### src/rtl/alu_seq.sv
// Purpose: WIDTH-bit ALU; logic/add/sub/compare in one cycle, iterative MULU and SRL.
// Latency: 1 cycle for single-cycle ops and SRL by 0; WIDTH+1 for MULU; shamt+1 for SRL.
// Backpressure: start is taken only in IDLE or DONE; start during EXEC is dropped.
module alu_seq #(
    parameter int WIDTH = 8
) (
    input  logic             clk,
    input  logic             rst_n,
    input  logic             start,
    input  logic [WIDTH-1:0] a,
    input  logic [WIDTH-1:0] b,
    input  logic [2:0]       aluop,
    output logic             busy,
    output logic             done,
    output logic [WIDTH-1:0] r,
    output logic [WIDTH-1:0] r_hi,
    output logic             V,
    output logic             c3,
    output logic             z
);

    localparam int SW = $clog2(WIDTH);

    localparam logic [2:0] OP_AND  = 3'b000;
    localparam logic [2:0] OP_OR   = 3'b001;
    localparam logic [2:0] OP_ADD  = 3'b010;
    localparam logic [2:0] OP_SLTU = 3'b011;
    localparam logic [2:0] OP_MULU = 3'b100;
    localparam logic [2:0] OP_SRL  = 3'b101;
    localparam logic [2:0] OP_SUB  = 3'b110;
    localparam logic [2:0] OP_SLT  = 3'b111;

    typedef enum logic [1:0] {
        IDLE = 2'd0,
        EXEC = 2'd1,
        DONE = 2'd2
    } state_t;

    typedef struct packed {
        logic [WIDTH-1:0] lo;
        logic [WIDTH-1:0] hi;
        logic             v;
        logic             c;
    } res_t;

    state_t             state_q, state_d;
    logic [2*WIDTH-1:0] acc_q, acc_d;
    logic [WIDTH-1:0]   mcand_q, mcand_d;
    logic [SW:0]        cnt_q, cnt_d;
    logic               mul_q, mul_d;
    logic               load;
    res_t               sc_res, res_d;

    logic [WIDTH-1:0]   bin;
    logic [WIDTH:0]     add_full;
    logic               cin_msb;
    logic               ovf;
    logic [SW-1:0]      shamt;
    logic [WIDTH:0]     mul_sum;
    logic [2*WIDTH-1:0] acc_step;

    // aluop[2] doubles as binvert and carry-in, so SUB and SLT share the adder with ADD
    always_comb begin
        bin      = aluop[2] ? ~b : b;
        add_full = {1'b0, a} + {1'b0, bin} + {{WIDTH{1'b0}}, aluop[2]};
        cin_msb  = add_full[WIDTH-1] ^ a[WIDTH-1] ^ bin[WIDTH-1];
        ovf      = cin_msb ^ add_full[WIDTH];
        shamt    = b[SW-1:0];
        sc_res   = '0;
        case (aluop)
            OP_AND: sc_res.lo = a & b;
            OP_OR:  sc_res.lo = a | b;
            OP_ADD, OP_SUB: begin
                sc_res.lo = add_full[WIDTH-1:0];
                sc_res.v  = ovf;
                sc_res.c  = add_full[WIDTH];
            end
            OP_SLT: begin
                sc_res.lo = {{(WIDTH-1){1'b0}}, add_full[WIDTH-1] ^ ovf};
                sc_res.v  = ovf;
                sc_res.c  = add_full[WIDTH];
            end
            // carry of a + ~b + 1 is exactly "no borrow", i.e. a >= b unsigned
            OP_SLTU: begin
                sc_res.lo = {{(WIDTH-1){1'b0}}, (a < b)};
                sc_res.c  = (a >= b);
            end
            OP_SRL:  sc_res.lo = a;
            default: sc_res = '0;
        endcase
    end

    // Multiplier sits in the low half of acc and is consumed LSB first as the product shifts in
    always_comb begin
        mul_sum  = {1'b0, acc_q[2*WIDTH-1:WIDTH]} + (acc_q[0] ? {1'b0, mcand_q} : '0);
        acc_step = mul_q ? {mul_sum, acc_q[WIDTH-1:1]} : {1'b0, acc_q[2*WIDTH-1:1]};
    end

    always_comb begin
        state_d = state_q;
        acc_d   = acc_q;
        mcand_d = mcand_q;
        cnt_d   = cnt_q;
        mul_d   = mul_q;
        load    = 1'b0;
        res_d   = sc_res;
        case (state_q)
            IDLE, DONE: begin
                state_d = IDLE;
                if (start) begin
                    mcand_d = a;
                    mul_d   = (aluop == OP_MULU);
                    if (aluop == OP_MULU) begin
                        acc_d   = {{WIDTH{1'b0}}, b};
                        cnt_d   = (SW+1)'(WIDTH);
                        state_d = EXEC;
                    end else if (aluop == OP_SRL && shamt != '0) begin
                        acc_d   = {{WIDTH{1'b0}}, a};
                        cnt_d   = {1'b0, shamt};
                        state_d = EXEC;
                    end else begin
                        load    = 1'b1;
                        state_d = DONE;
                    end
                end
            end
            EXEC: begin
                acc_d = acc_step;
                cnt_d = cnt_q - (SW+1)'(1);
                if (cnt_q == (SW+1)'(1)) begin
                    state_d  = DONE;
                    load     = 1'b1;
                    res_d    = '0;
                    res_d.lo = acc_step[WIDTH-1:0];
                    if (mul_q) begin
                        res_d.hi = acc_step[2*WIDTH-1:WIDTH];
                    end
                end
            end
            default: state_d = IDLE;
        endcase
    end

    always_ff @(posedge clk or negedge rst_n) begin
        if (!rst_n) begin
            state_q <= IDLE;
            acc_q   <= '0;
            mcand_q <= '0;
            cnt_q   <= '0;
            mul_q   <= 1'b0;
            r       <= '0;
            r_hi    <= '0;
            V       <= 1'b0;
            c3      <= 1'b0;
            z       <= 1'b0;
        end else begin
            state_q <= state_d;
            acc_q   <= acc_d;
            mcand_q <= mcand_d;
            cnt_q   <= cnt_d;
            mul_q   <= mul_d;
            if (load) begin
                r    <= res_d.lo;
                r_hi <= res_d.hi;
                V    <= res_d.v;
                c3   <= res_d.c;
                z    <= (res_d.lo == '0);
            end
        end
    end

    assign busy = (state_q == EXEC);
    assign done = (state_q == DONE);

endmodule
### config.mk
export PLATFORM = sky130hd
export DESIGN_NAME = alu_seq
export DESIGN_NICKNAME = d
export VERILOG_FILES = /design/src/rtl/alu_seq.sv
export SDC_FILE = /design/constraint.sdc
export NUM_CORES = 1
export LEC_CHECK = 0
export ABC_CLOCK_PERIOD_IN_PS = 2870
export BUFFER_PORTS_ARGS = -buffer_cell sky130_fd_sc_hd__buf_2
export CAP_MARGIN = 20
export CORE_MARGIN = 5
export CORE_UTILIZATION = 40
export DETAILED_ROUTE_END_ITERATION = 6
export PLACE_DENSITY_LB_ADDON = 0.2
export SLEW_MARGIN = 20
export SYNTH_ARGS = -nofsm -noshare
export SYNTH_HDL_FRONTEND = slang
export SYNTH_SLANG_ARGS = --single-unit
### constraint.sdc
create_clock -name clk -period 2.87 [get_ports clk]
set_clock_uncertainty 0.1 [all_clocks]
set_input_delay 0.1435 -clock clk [delete_from_list [all_inputs] [get_ports clk]]
set_output_delay 0.1435 -clock clk [all_outputs]
set_load 0.02 [all_outputs]
# Word level (Yosys, flattened, before mapping)
# Cells that the tools add are included.
[op_classes]
n_lt_le_gt_ge = 2
bitwise = 7
n_reduce_logical = 11
n_eq_ne = 13
n_mux = 27
add_sub_neg = 4
[op_table]
columns = ["cell", "count"]
rows = [
  ["2-to-1 mux 16 bit", 4],
  ["one-hot mux 8 bit (6 select lines)", 1],
  ["2-to-1 mux 18 bit", 2],
  ["one-hot mux 16 bit (2 select lines)", 1],
  ["2-to-1 mux 8 bit", 3],
  ["adder 8 x 8 -> 9 bit", 2],
  ["== test 3 bit, second input constant", 4],
  ["2-to-1 mux 4 bit", 3],
  ["adder 9 x 1 -> 9 bit", 1],
  ["bitwise AND 8 bit", 1],
  [">= comparator 8 bit", 1],
  ["logical NOT 8 bit", 1],
  ["< comparator 8 bit", 1],
  ["2-to-1 mux 2 bit", 4],
  ["NOT 8 bit", 1],
  ["OR 8 bit", 1],
  ["one-hot mux 4 bit (2 select lines)", 1],
  ["== test 3 x 2 -> 1 bit, second input constant", 2],
  ["2-to-1 mux 1 bit", 5],
  ["== test 4 x 1 -> 1 bit, second input constant", 1],
  ["one-hot mux 1 bit (2 select lines)", 2],
  ["one-hot mux 2 bit (2 select lines)", 1],
  ["OR reduction 2 bit", 2],
  ["subtractor 4 x 1 -> 4 bit, second input constant", 1],
  ["other kinds (15)", 18],
]
[totals]
in_bits = 22
regBits = 50
out_inout_bits = 21

# Longest topological paths before layout
[logic_depth]
word_depth = 12
mapped_depth = 12
depth_no_buf = 10

# Least setup slack after synthesis
# No wires, ideal clock.
[synth_timing]
path_kind = "input to register"
from = "input aluop[2]"
to = "register V"
path_stages = 11
slack_ns = 0.234
t_required_ns = 2.648
setup_time_ns = 0.122
path_buffers = 2
arrival_time_ns = 2.415
path_cell_list = "buf_6 > buf_6 > xor2_1 > ha_1 > o21ai_1 > nor3b_1 > a2111oi_2 > nand3b_1 > xor2_1 > mux2_1 > a32o_1"
[synth_between]
elab_chain_len = 9
word_cells_on_any_way = 20
cone_classes = "add/sub: 2; eq/ne: 5; mux: 8; bitwise: 3; reduce/logical: 2"
[synth_lines]
columns = ["item", "line_no", "text"]
rows = [
  ["start: declaration", "12", "input logic [2:0] aluop,"],
  ["2-to-1 mux 8 bit", "64", "bin = aluop[2] ? ~b : b;"],
  ["adder 8 x 8 -> 9 bit", "65", "add_full = {1'b0, a} + {1'b0, bin} + {{WIDTH{1'b0}}, aluop[2]};"],
  ["adder 9 x 1 -> 9 bit", "65", ""],
  ["XOR 1 bit (2 in series)", "66", "cin_msb = add_full[WIDTH-1] ^ a[WIDTH-1] ^ bin[WIDTH-1];"],
  ["XOR 1 bit", "67", "ovf = cin_msb ^ add_full[WIDTH];"],
  ["2-to-1 mux 1 bit", "70", "case (aluop)"],
  ["2-to-1 mux 18 bit", "130", "if (cnt_q == (SW+1)'(1)) begin"],
  ["2-to-1 mux 18 bit", "107", "case (state_q)"],
  ["end signal: assignment", "165", "V <= res_d.v;"],
  ["end: declaration", "17", "output logic V,"],
]
# Parallel ways exist; a longest one is shown, timed or not.
# A chain may end at the register's enable or synchronous reset.

# Final worst setup path
[layout_timing]
from = "register mcand_q[1]"
to = "register acc_q[14]"
[layout_between]
elab_chain_len = 4
[layout_lines]
columns = ["item", "line_no", "text"]
rows = [
  ["start: declaration", "48", "logic [WIDTH-1:0] mcand_q, mcand_d;"],
  ["start signal: assignment", "159", "mcand_q <= mcand_d;"],
  ["2-to-1 mux 8 bit", "95", "mul_sum = {1'b0, acc_q[2*WIDTH-1:WIDTH]} + (acc_q[0] ? {1'b0, mcand_q} : '0);"],
  ["adder 8 x 8 -> 9 bit", "95", ""],
  ["2-to-1 mux 16 bit", "96", "acc_step = mul_q ? {mul_sum, acc_q[WIDTH-1:1]} : {1'b0, acc_q[2*WIDTH-1:1]};"],
  ["one-hot mux 16 bit (2 select lines)", "107", ""],
  ["end signal: assignment", "147", "acc_q <= '0;"],
  ["end signal: assignment", "158", "acc_q <= acc_d;"],
  ["end: declaration", "47", "logic [2*WIDTH-1:0] acc_q, acc_d;"],
]
# Every way passes these cells.

==> reports/results.txt <==
status: finished, final reports clean
diode count: 0
WP buf/inv: 0
Post-Syn Instances: 447
Yosys top cell area share: 32.3%
dpl hpwl: 7880 µm
Vias: 3367
number of nets in the layout: 555
Final TNS setup: 0 ns
clock-pin slew on the worst setup and hold paths: 0.10 ns
number of buffers created by CTS: 5
syn nets: 512
Final min period: 2.60 ns
pin count of the biggest net entering global routing: 35
die footprint: 0.0117 mm²
final hold slack: 0.0947 ns
Finished Layout Cells: 624
fin area: 0.00432 mm²
WS Path Type: reg -> reg
Slew @ Worst Pin: 0.665 ns
met2 Resource Use GR: 30.9%
critical path's largest stage delay: 0.40 ns
async set or reset register ratio after synthesis: 100%
crit path cell chain: and2_1, ha_1, a21o_1, a21oi_1, o21bai_1, a2111oi_1, nor3_1, mux2i_1, a311o_1
Slew Limit Fails: 0
Final Total Pwr: 2.77 mW
final core occ: 45.0%
Top delay family on crit path: compound AO/OA/AOI/OAI gates
fmax: 385 MHz
Setup crit end kind: flop
Chip Height: 108 µm
Vias/cell: 5.40
Clock Path Buffers: 2
Die W: 108 µm
RSZ-0062 raised after global routing: false
I/O Buffers: 42
Clock Tree Root: clkbuf_8
Yosys top cell by area: dfrtp_1
placed cell count: 615
CP Max Fanout: 2
Final Hold Viols: 0
Total GRT Usage: 17.6%
DP Worst Slack: 0.0716 ns
boundary pin count: 43
share of cells above drive strength 1: 14.3%
Max Cap Viol: 0
post-synthesis sequential area ratio: 32.3%
RD Place Congestion: 0.922
slowest cell on the critical path: a2111oi_1
Post-CTS Repair Setup Buffers: 0
post-synth cell types: 58
worst path required time: 2.97 ns
Hold WC Path Type: in -> reg
synth top area cells: dfrtp_1 (32%), ha_1 (13%), o21ai_0 (6.1%)
placed instance area: 0.00422 mm²
Synthesis Warnings: 0
grt total ovfl: 0
grt peak-use layer: met2
met3 Usage GRT: 2.03%
Main synth FF type: dfrtp_1
drt wl/cell: 15.9 µm
Yosys reg bits: 50
Initial Util: 40.3%
crit path DAT: 2.69 ns
core area: 0.00959 mm²
CTS tree: yes
vias in the first global route: 3226
Pwr Density: 641 mW/mm²
IR Drop Worst-Case VDD: 0.271 mV
final setup margin: 0.274 ns
post-route ant nets: 0
clk sinks: 50
# fillers: 960
setup violators final: 0
P_leak: 2.05 nW
Critical Path Start Type: flop
Final period util: 90.4%
TritonRoute pass-1 iters: 5
met1 Track Usage GR: 23.4%
area growth from synthesis to layout: 11.6%
Row Count: 36
syn_area_per_cell: 8.66 µm²
EDFF count, synth: 0
Clock Latency Late Sink: 0.30 ns
initial DRC count: 169
cell area after synthesis: 0.00387 mm²
H-tree Lvls: 2
DRC: 0
first-pass GRT wire length: 16500 µm
final wirelength: 9950 µm
slew margin rel.: 55.7%
initial antenna violation count: 0
==> routing by layer <==
layer  share of wire (%)  wire length [µm]
met5                   0                 0
met4                 1.5               147
met3                 4.1               408
met2                  49              4830
met1                  46              4560
==> final timing paths <==
kind                             from  slack [ns]         end  cells past startpoint
setup / recovery           mcand_q[1]        0.27   acc_q[14]                      9
hold reg to reg            mcand_q[2]        0.38  mcand_q[2]                      2
hold / removal                   a[2]        0.09  mcand_q[2]                      3
setup reg to reg           mcand_q[1]        0.27   acc_q[14]                      9
min in group asynchronous       rst_n        0.19     r_hi[0]                      2
max in group asynchronous       rst_n        1.71        r[0]                      3
==> cells in the mapped netlist (all sizes together), types with 2 or more instances <==
| master | n |
|---|---|
| o31ai | 3 |
| a2111oi | 2 |
| nor4 | 3 |
| a21oi | 23 |
| nand3 | 15 |
| nor2b | 3 |
| a22o | 5 |
| or3 | 2 |
| nor3b | 5 |
| fa | 2 |
| ha | 41 |
| xor2 | 12 |
| a32o | 3 |
| o21bai | 5 |
| a21o | 2 |
| o21ai | 49 |
| and2 | 9 |
| dfrtp | 50 |
| or4 | 2 |
| a211oi | 2 |
| xnor2 | 8 |
| a31oi | 3 |
| a221oi | 2 |
| nor3 | 6 |
| nand4 | 3 |
| buf | 7 |
| o211ai | 11 |
| a311o | 2 |
| inv | 30 |
| mux2i | 12 |
| a32oi | 3 |
| a22oi | 5 |
| o22ai | 6 |
| nor2 | 28 |
| nand2b | 8 |
| clkbuf | 16 |
| nand2 | 46 |
==> layout by cell type, fill, tap and decap left out, types with 6 or more instances in the layout <==
cell	netlist	layout
dfrtp_1	50	50
o21ai_0	47	47
nand2_1	46	46
buf_2	2	42
ha_1	41	41
inv_1	30	30
nor2_1	28	28
a21oi_1	23	23
buf_4	2	16
nand3_1	15	15
xor2_1	12	12
mux2i_1	12	12
o211ai_1	10	10
and2_1	9	9
nand2b_1	8	8
xnor2_1	8	8
nor3_1	6	6
o22ai_1	6	6
==> kinds of logic after synthesis <==
kind of cell / Yosys count / share of synthesized area (%)
muxes: 13 / 3.39
adders and majority gates: 43 / 14.3
AOI/OAI and AO/OA: 131 / 21.6
xor gates and xnor gates: 20 / 4.52
DFF: 50 / 32.3
and+or+nand+nor: 136 / 17.0
buffers and inverters: 54 / 6.85
==> worst register-to-register path, stage by stage (launching register included) <==
cell	delay, ns
dfrtp_1	0.39
and2_1	0.19
ha_1	0.27
a21o_1	0.16
a21oi_1	0.21
o21bai_1	0.12
a2111oi_1	0.40
nor3_1	0.17
mux2i_1	0.15
a311o_1	0.34
==> power breakdown <==
group          leakage [nW]  switching [mW]  internal (mW)
registers             0.644           0.168          0.931
logic                  1.36           0.758          0.500
clock network        0.0441           0.244          0.172
==> flip-flops by register name, summed over array words and instances (netlist names), 2 cells and up <==
name and cells:
state_q 2, mcand_q 8, r_hi 8, acc_q 16
cnt_q 4, r 8
==> layout make-up <==
cell class	count	area [µm²]	area share (%)
Clock buffer	5	68.8	1.59
Clock inverter	3	21.3	0.492
Inverter	31	116	2.69
Multi-Input combinational cell	343	2360	54.5
Sequential cell	50	1250	29.0
Tap cell	133	166	3.85
Timing Repair Buffer	59	340	7.88
==> what timing repair did <==
item,in CTS,in global routing
resized for setup,0,1
endpoints found under the hold margin,16,0
setup endpoints to repair,0,1
hold buffers,1,0
Note: power is estimated with default switching activity, not from simulation.
